$ cat config.mk
export PLATFORM = sky130hd
export DESIGN_NAME = mem_arbiter
export DESIGN_NICKNAME = d
export VERILOG_FILES = /design/src/rtl/mem_arbiter.sv
export SDC_FILE = /design/constraint.sdc
export NUM_CORES = 1
export LEC_CHECK = 0
export CAP_MARGIN = 20
export CORE_ASPECT_RATIO = 0.6
export CORE_MARGIN = 2
export CORE_UTILIZATION = 40
export CTS_CLUSTER_DIAMETER = 50
export DETAILED_ROUTE_END_ITERATION = 10
export GPL_TIMING_DRIVEN = 0
export PLACE_DENSITY_LB_ADDON = 0.25
export SLEW_MARGIN = 10
export SYNTH_ARGS = -nofsm -noshare
export SYNTH_HDL_FRONTEND = slang
export SYNTH_SLANG_ARGS = --single-unit
$ cat constraint.sdc
create_clock -name clk -period 2.3 [get_ports clk]
set_input_delay 0.345 -clock clk [delete_from_list [all_inputs] [get_ports clk]]
set_output_delay 0.345 -clock clk [all_outputs]
set_load 0.005 [all_outputs]
$ cat src/rtl/mem_arbiter.sv
// mem_arbiter: grants one CPU or DMA transaction at a time on the shared memory.
// Define MEM_ARB_STATS_EN to add grant and conflict statistics counters.
module mem_arbiter #(
   parameter int FIXED_PRIO = 0,
   parameter int MEM_TO     = 255,
   parameter int CNT_W      = 16
) (
   input  logic        clk,
   input  logic        rst,
   input  logic        cpu_req,
   input  logic        cpu_we,
   input  logic [31:0] cpu_adr,
   input  logic [31:0] cpu_wdata,
   output logic [31:0] cpu_rdata,
   output logic        cpu_ack,
   output logic        cpu_err,
   input  logic        dma_req,
   input  logic        dma_we,
   input  logic [31:0] dma_adr,
   input  logic [31:0] dma_wdata,
   output logic [31:0] dma_rdata,
   output logic        dma_ack,
   output logic        dma_err,
   output logic [31:0] mem_adr,
   output logic [31:0] mem_in,
   input  logic [31:0] mem_out,
   output logic        mem_read,
   output logic        mem_write,
   input  logic        mem_ready,
   output logic        owner
`ifdef MEM_ARB_STATS_EN
  ,input  logic             stats_clr,
   output logic [CNT_W-1:0] cpu_grants,
   output logic [CNT_W-1:0] dma_grants,
   output logic [CNT_W-1:0] conflict_cyc
`endif
);

   typedef enum logic [1:0] {IDLE, BUSY, RESP} state_t;

   localparam logic [31:0] TO_DATA = 32'hDEAD_BEEF;
   localparam logic [7:0]  TO_LAST = 8'(MEM_TO - 1);

   if (MEM_TO < 1 || MEM_TO > 255 || CNT_W < 1) begin : g_bad_param
      $error("mem_arbiter: MEM_TO must be 1..255 and CNT_W at least 1");
   end

   state_t      state_q;
   logic        last_q;
   logic        we_q;
   logic [7:0]  cnt_q;
   logic        req_any;
   logic        pick_dma;
   logic        sel_we;
   logic [31:0] sel_adr;
   logic [31:0] sel_wdata;
   logic        done;
   logic        upd_rdata;
   logic [31:0] rdata_d;

   // Ties go to the side that did not win last time unless CPU priority is fixed.
   assign req_any   = cpu_req | dma_req;
   assign pick_dma  = dma_req & (~cpu_req | (FIXED_PRIO == 0 && !last_q));
   assign sel_we    = pick_dma ? dma_we : cpu_we;
   assign sel_adr   = pick_dma ? dma_adr : cpu_adr;
   assign sel_wdata = pick_dma ? dma_wdata : cpu_wdata;
   assign done      = mem_ready || cnt_q == TO_LAST;
   assign upd_rdata = !mem_ready || !we_q;
   assign rdata_d   = mem_ready ? mem_out : TO_DATA;

   always_ff @(posedge clk or negedge rst) begin
      if (!rst) begin
         state_q   <= IDLE;
         last_q    <= 1'b1;
         we_q      <= 1'b0;
         cnt_q     <= '0;
         owner     <= 1'b0;
         mem_adr   <= '0;
         mem_in    <= '0;
         mem_read  <= 1'b0;
         mem_write <= 1'b0;
         cpu_rdata <= '0;
         cpu_ack   <= 1'b0;
         cpu_err   <= 1'b0;
         dma_rdata <= '0;
         dma_ack   <= 1'b0;
         dma_err   <= 1'b0;
      end else begin
         case (state_q)
            IDLE: if (req_any) begin
               state_q   <= BUSY;
               owner     <= pick_dma;
               last_q    <= pick_dma;
               we_q      <= sel_we;
               mem_read  <= ~sel_we;
               mem_write <= sel_we;
               mem_adr   <= sel_adr;
               mem_in    <= sel_wdata;
               cnt_q     <= '0;
            end
            BUSY: if (done) begin
               state_q   <= RESP;
               mem_read  <= 1'b0;
               mem_write <= 1'b0;
               if (owner) begin
                  dma_ack <= 1'b1;
                  dma_err <= ~mem_ready;
                  if (upd_rdata) dma_rdata <= rdata_d;
               end else begin
                  cpu_ack <= 1'b1;
                  cpu_err <= ~mem_ready;
                  if (upd_rdata) cpu_rdata <= rdata_d;
               end
            end else begin
               cnt_q <= cnt_q + 8'd1;
            end
            RESP: begin
               state_q <= IDLE;
               cpu_ack <= 1'b0;
               cpu_err <= 1'b0;
               dma_ack <= 1'b0;
               dma_err <= 1'b0;
            end
            default: state_q <= IDLE;
         endcase
      end
   end

`ifdef MEM_ARB_STATS_EN
   logic cpu_wait;
   logic dma_wait;

   // A requester waits while the other side is being granted or served.
   assign cpu_wait = cpu_req & (state_q == IDLE ? pick_dma : (state_q == BUSY) & owner);
   assign dma_wait = dma_req & (state_q == IDLE ? ~pick_dma : (state_q == BUSY) & ~owner);

   function automatic logic [CNT_W-1:0] sat_inc(input logic [CNT_W-1:0] x);
      return x + CNT_W'(~&x);
   endfunction

   always_ff @(posedge clk or negedge rst) begin
      if (!rst) begin
         cpu_grants   <= '0;
         dma_grants   <= '0;
         conflict_cyc <= '0;
      end else if (stats_clr) begin
         cpu_grants   <= '0;
         dma_grants   <= '0;
         conflict_cyc <= '0;
      end else begin
         if (state_q == IDLE && req_any && !pick_dma) cpu_grants <= sat_inc(cpu_grants);
         if (state_q == IDLE && pick_dma) dma_grants <= sat_inc(dma_grants);
         if (cpu_wait || dma_wait) conflict_cyc <= sat_inc(conflict_cyc);
      end
   end
`endif

endmodule

==> impl_metrics.yaml, run 1 <==
status:
  status: "finished clean"
worst_setup_path:
  cp_cell_sequence: "clkdlybuf4s50_1, nand2b_1, clkbuf_1, clkbuf_1, o32a_2"
  crit_fanout: 10
  r2r-start: "state_q[1]$_DFFE_PN0P_"
  reg2regPathDepth: 4
  r2r_setup_slack_ns: 0.25
  start_kind: "primary input"
  critPathArrivalTime_ns: 2.42
  worst_ep_required_time_ns: 2.64
  worstSetupPathDepth: 5
  crit_path_end_kind: "flop"
  cpMostUsedCell: "clkbuf_1"
  critPathKind: "in -> reg"
  slowest_stage: "clkdlybuf4s50_1"
  cpPeakStageDelay_ns: 0.55
  regToRegEndpoint: "cpu_rdata[24]$_DFFE_PN0P_"
  cp_num_buf_inv: 3
  cpLargestDelayFamily: "buffers and inverters"
detailed_routing:
  ant_nets: 0
  via_per_inst: 5.32
  drtPass1Iterations: 5
  drc: 0
  wirelength_um: 19800
  num_vias: 5663
  routedWlPerCell_um: 18.6
  drt_iter0_markers: 389
worst_hold_path:
  hold_start: "mem_in[29]$_DFFE_PN0P_"
  hold_path_class: "reg -> reg"
  hold_path_end: "mem_in[29]$_DFFE_PN0P_"
  min_path_cells: 2
place:
  port_buffers: 301
  post-place-ws_ns: -0.300
  place_congestion: 0.847
  dpl.hpwl_um: 15400
die:
  rows: 35
  chipWidth_um: 166
  start_util_pct: 40.9
  io_pins: 302
  core_area_um2: 15300
  dieHeight_um: 101
  die-area_um2: 16700
flow_run:
  cap_violations: 0
power_and_ir_drop:
  vdd_ir_drop_max_mv: 0.565
  cellLeakagePower_nw: 4.15
  power_w: 0.0128
  powerDensity_nw_per_um2: 1260
clock_network:
  clock_latency_ns: 0.41
  postCtsSetupBuffers: 0
  cts_buffer_depth: 2
  cts_tree: "done"
  h-tree-depth: 4
  cts_sinks: 147
  cts_buffers: 17
  clkSlewWorstSetupHoldPaths_ns: 0.06
  root_buffer: "clkbuf_16"
sta:
  worstMarginPinSlew_ns: 0.704
  slew_headroom_pct: 53.1
  skew_ns: 0.0138
  setup_tns_ns: 0
  setup_viol: 0
  fin_crit_sh_pct: 90.2
  min_period_ns: 2.08
  grt_setup_unrepaired: "no"
  drv_slew: 0
  finalHoldViolCount: 0
  setup_ws_ns: 0.225
  max_clock_freq_mhz: 482
logic_synthesis:
  synth_nets: 696
  yosysUniqueCellTypes: 38
  async_reset_ff_share_pct: 100
  ys.flop_type: "dfrtp_1"
  syn_inst: 527
  synthTopCellsByArea: "dfrtp_1 (58%), mux2i_1 (10%), o32a_2 (7.7%)"
  seq_area_frac_synth_pct: 58.7
  yosysTopAreaCell: "dfrtp_1"
  ys_seq_elements: 147
  yosysWarnings: 0
  syn_area_um2: 6270
  synth.avg_cell_area_um2: 11.9
  synth_top_cell_area_share_pct: 58.2
  synth-edff-count: 0
global_routing:
  grt_pass1_vias: 5971
  grt_pass1_wl_um: 31600
  antenna_found_initial: 0
  grt_max_degree: 80
  overflow: 0
  grt_usage_pct: 24.1
cells_and_area:
  area_growth_pct: 62.3
  antennaDiodeCount: 0
  drive_gt1_share_pct: 11.1
  final_cell_mix: "clkdlybuf4s50_1 (300), dfrtp_1 (146), nand2_1 (77), o21ai_0 (72), mux2i_1 (65)"
  multi_input_area_um2: 2400
  register_area_um2: 3680
  finalNetCount: 1018
  n_fill_cell: 1188
  layout_commonest_cell: "clkdlybuf4s50_1"
==> stage by stage <==
| step | instances | hold WS [ns] | area [um^2] | util [%] |
|---|---|---|---|---|
| after floorplan | 527 | 0.0494 | 6270 | - |
| after global placement | 1031 | 0.466 | 9540 | 62.2 |
| after detailed placement | 1032 | 0.386 | 9570 | 62.4 |
| after CTS | 1064 | 0.484 | 10200 | 66.4 |
| after global routing | 1064 | 0.496 | 10200 | 66.4 |
| final | 1064 | 0.479 | 10200 | 66.4 |
==> synthesized netlist by cell type (all sizes together), types with 3 or more instances <==
| library cell | n |
|---|---|
| dfrtp | 146 |
| a32o | 16 |
| o32a | 48 |
| nand2 | 80 |
| buf | 13 |
| a21oi | 8 |
| o21a | 4 |
| nand2b | 4 |
| nor2 | 6 |
| a31oi | 6 |
| clkbuf | 25 |
| nand3 | 6 |
| mux2i | 65 |
| o21ai | 75 |
| inv | 3 |
==> cells by family (layout without fill, tap and decap cells) <==
kind of cell    count (synthesis)  after routing  share of synthesized area (%)
compound gates                166            166                           20.3
fa+ha+maj                       2              2                          0.399
buf+inv                        41            375                           3.07
flops                         147            147                           58.7
mux                            65             65                           10.4
simple gates                  106            106                           7.22
==> final cells by class <==
cell class	instances	area share (%)
Buffer	38	1.78
Clock buffer	19	4.35
Clock inverter	12	1.54
Inverter	3	0.111
Multi-Input combinational cell	339	23.6
Sequential cell	147	36.1
Tap cell	203	2.49
Timing Repair Buffer	303	30.0
==> registers in the layout (all words and copies together), names as in the netlist <==
name and count:
cnt_q 8, cpu_ack 1, cpu_err 1, cpu_rdata 32, dma_ack 1, dma_err 1, dma_rdata 32, last_q 1
mem_adr 32, mem_in 32, mem_read 1, mem_write 1, owner 1, state_q 2, we_q 1
==> routing by layer <==
layer / vias up / global-route usage, % / part of all wire, %
met5: - / 0 / 0
met4: 0 / 7.42 / 2.0
met3: 32 / 6.01 / 5.9
met2: 220 / 39.7 / 48
met1: 2803 / 31.8 / 44
li1: 2608 / - / -
==> what timing repair did <==
action,4_1_cts,5_1_grt
hold buffers,1,0
endpoints found under the hold margin,68,0
setup endpoints to repair,0,10
resized for setup,0,1
==> tightest hold or removal path, delay by kind of cell, from the launching register on <==
family / cells / cell delay (ns)
flip-flops: 1 / 0.34
AND/OR/NAND/NOR: 1 / 0.04
AO/OA/AOI/OAI: 1 / 0.06
==> power breakdown <==
group          switching (W)  internal, W
logic                0.00230      0.00314
registers           0.000741      0.00379
clock network        0.00109      0.00173
==> worst max path at each step <==
stage	from	endpoint	slack (ns)
after detailed placement	cpu_req	mem_adr[4]$_DFFE_PN0P_	-0.30
final	mem_ready	cpu_rdata[25]$_DFFE_PN0P_	0.22
after global routing	dma_req	mem_adr[22]$_DFFE_PN0P_	0.10
after global placement	rst	mem_adr[0]$_DFFE_PN0P_	-4.78
after CTS	cpu_req	mem_adr[4]$_DFFE_PN0P_	0.13
after floorplan	cnt_q[0]$_DFFE_PN0P_	cpu_rdata[2]$_DFFE_PN0P_	0.50
Power figures use the tool's default switching activity.
==> run 2: changes to the inputs <==
Settings changed: GPL_TIMING_DRIVEN 0 to 1.
Clock period 2.3 ns to 2.2 ns, I/O delays scaled along.
==> run 2 against run 1 <==
Net effect: global-route usage shrank 0.49 points; power grew 5.0%; critical path type is now reg -> reg; clock skew shrank 0.0030 ns; largest power group unchanged; sequential cell count is the same; highest routed layer unchanged; critical endpoint is now cnt_q[3]$_DFFE_PN0P_; register-to-register slack lost 0.03 ns.
==> impl_metrics.yaml, run 2 (synthesis gave the netlist of run 1 again) <==
worst_setup_path:
  critPathArrivalTime_ns: 2.30
  worst_ep_required_time_ns: 2.52
  critPathKind: "reg -> reg"
  start_kind: "flop"
  slowest_stage: "o31ai_1"
  crit_path_end_kind: "flop"
  cpPeakStageDelay_ns: 0.47
  cp_cell_sequence: "inv_1, ha_1, nand3_1, o31ai_1, nand2_1, a31oi_1"
  crit_fanout: 8
place:
  dpl.hpwl_um: 14600
  port_buffers: 301
  dp_cells: 1020
  post-place-ws_ns: 0.175
  place_congestion: 0.854
clock_network:
  cts_buffers: 17
  cts_tree: "done"
  clock_latency_ns: 0.42
  root_buffer: "clkbuf_16"
  cts_buffer_depth: 2
  h-tree-depth: 4
  cts_resized: 0
  cts_sinks: 147
  clkSlewWorstSetupHoldPaths_ns: 0.07
global_routing:
  grt_usage_pct: 23.6
  antenna_found_initial: 0
  grt_pass1_vias: 5887
  overflow: 0
  grt_pass1_wl_um: 31000
  grt_max_degree: 70
detailed_routing:
  via_per_inst: 5.33
  drtPass1Iterations: 5
  drc: 0
  routedWlPerCell_um: 18.2
  num_vias: 5612
  wirelength_um: 19200
  ant_nets: 0
  drt_iter0_markers: 463
cells_and_area:
  layout_commonest_cell: "clkdlybuf4s50_1"
  antennaDiodeCount: 0
  drive_gt1_share_pct: 13.4
  final_cells: 1053
  area_growth_pct: 64.6
  finalNetCount: 1006
  final_cell_mix: "clkdlybuf4s50_1 (300), dfrtp_1 (146), nand2_1 (77), o21ai_0 (72), mux2i_1 (65)"
sta:
  setup_tns_ns: 0
  fin_crit_sh_pct: 90.0
  max_clock_freq_mhz: 505
  skew_ns: 0.0108
  setup_viol: 0
  slew_headroom_pct: 60.9
  worstMarginPinSlew_ns: 0.583
  grt_setup_unrepaired: "no"
  drv_slew: 0
  setup_ws_ns: 0.220
  min_period_ns: 1.98
  finalHoldViolCount: 0
flow_run:
  cap_violations: 0
die:
  dieHeight_um: 101
  die-area_um2: 16700
  chipWidth_um: 166
  start_util_pct: 40.9
  io_pins: 302
  rows: 35
  core_area_um2: 15300
worst_hold_path:
  hold_path_class: "in -> async"
power_and_ir_drop:
  vdd_ir_drop_max_mv: 0.586
  powerDensity_nw_per_um2: 1300
  cellLeakagePower_nw: 4.24
status:
  status: "finished clean"
==> run 2: what timing repair did <==
item / CTS / global route
hold buffers: 1 / 0
setup buffers: 0 / 0
hold endpoints to repair: 22 / 0
==> run 2: critical path: cells and delay by family (launching register included) <==
family	cells	cell delay [ns]
DFF	1	0.41
buffers and inverters	1	0.10
adders and majority gates	1	0.22
and+or+nand+nor	2	0.44
AOI/OAI and AO/OA	2	0.72
==> run 2: per-layer routing <==
metal	track usage, %	vias up	routed length, um
li1	-	2596	-
met5	0	-	0
met3	5.97	21	1160
met1	30.2	2758	8030
met4	5.95	0	267
met2	40.7	237	9720
==> run 2: worst paths after layout <==
kind,startpoint,to,slack (ns),depth (start not counted)
max in group asynchronous,rst,last_q$_DFFE_PN1P_,1.19,3
worst min register to register,mem_in[9]$_DFFE_PN0P_,mem_in[9]$_DFFE_PN0P_,0.48,2
min in group clk,mem_in[9]$_DFFE_PN0P_,mem_in[9]$_DFFE_PN0P_,0.48,2
worst min-delay path,rst,cpu_rdata[21]$_DFFE_PN0P_,0.33,2
worst max-delay path,cnt_q[0]$_DFFE_PN0P_,cnt_q[3]$_DFFE_PN0P_,0.22,6
worst max register to register,cnt_q[0]$_DFFE_PN0P_,cnt_q[3]$_DFFE_PN0P_,0.22,6
==> run 2: final cells by class <==
type | count | area [um^2]
clock buffer | 19 | 443
clock inverter | 13 | 148
fill | 1124 | 5000
inverter | 3 | 11.3
multi-input combinational | 339 | 2430
sequential | 147 | 3680
tap | 203 | 254
timing repair buffer | 329 | 3360
==> run 2: per-stage QoR <==
stage               area, um^2  total power, W  hold slack (ns)  util [%]
global placement          9730          0.0104            0.207      63.5
detailed placement        9730          0.0106            0.217      63.5
CTS                      10300          0.0136            0.332      67.4
floorplan                 6270         0.00682           0.0344         -
global route             10300          0.0143            0.352      67.4
finish                   10300          0.0134            0.331      67.4
==> run 2: power by group <==
| group | switching [W] | total, W | internal [W] | leakage [nW] |
|---|---|---|---|---|
| clock | 0.00117 | 0.00289 | 0.00172 | 0.289 |
| sequential | 0.000760 | 0.00472 | 0.00396 | 1.76 |
| combinational | 0.00236 | 0.00582 | 0.00346 | 2.19 |
| total | 0.00429 | 0.0134 | 0.00914 | 4.24 |
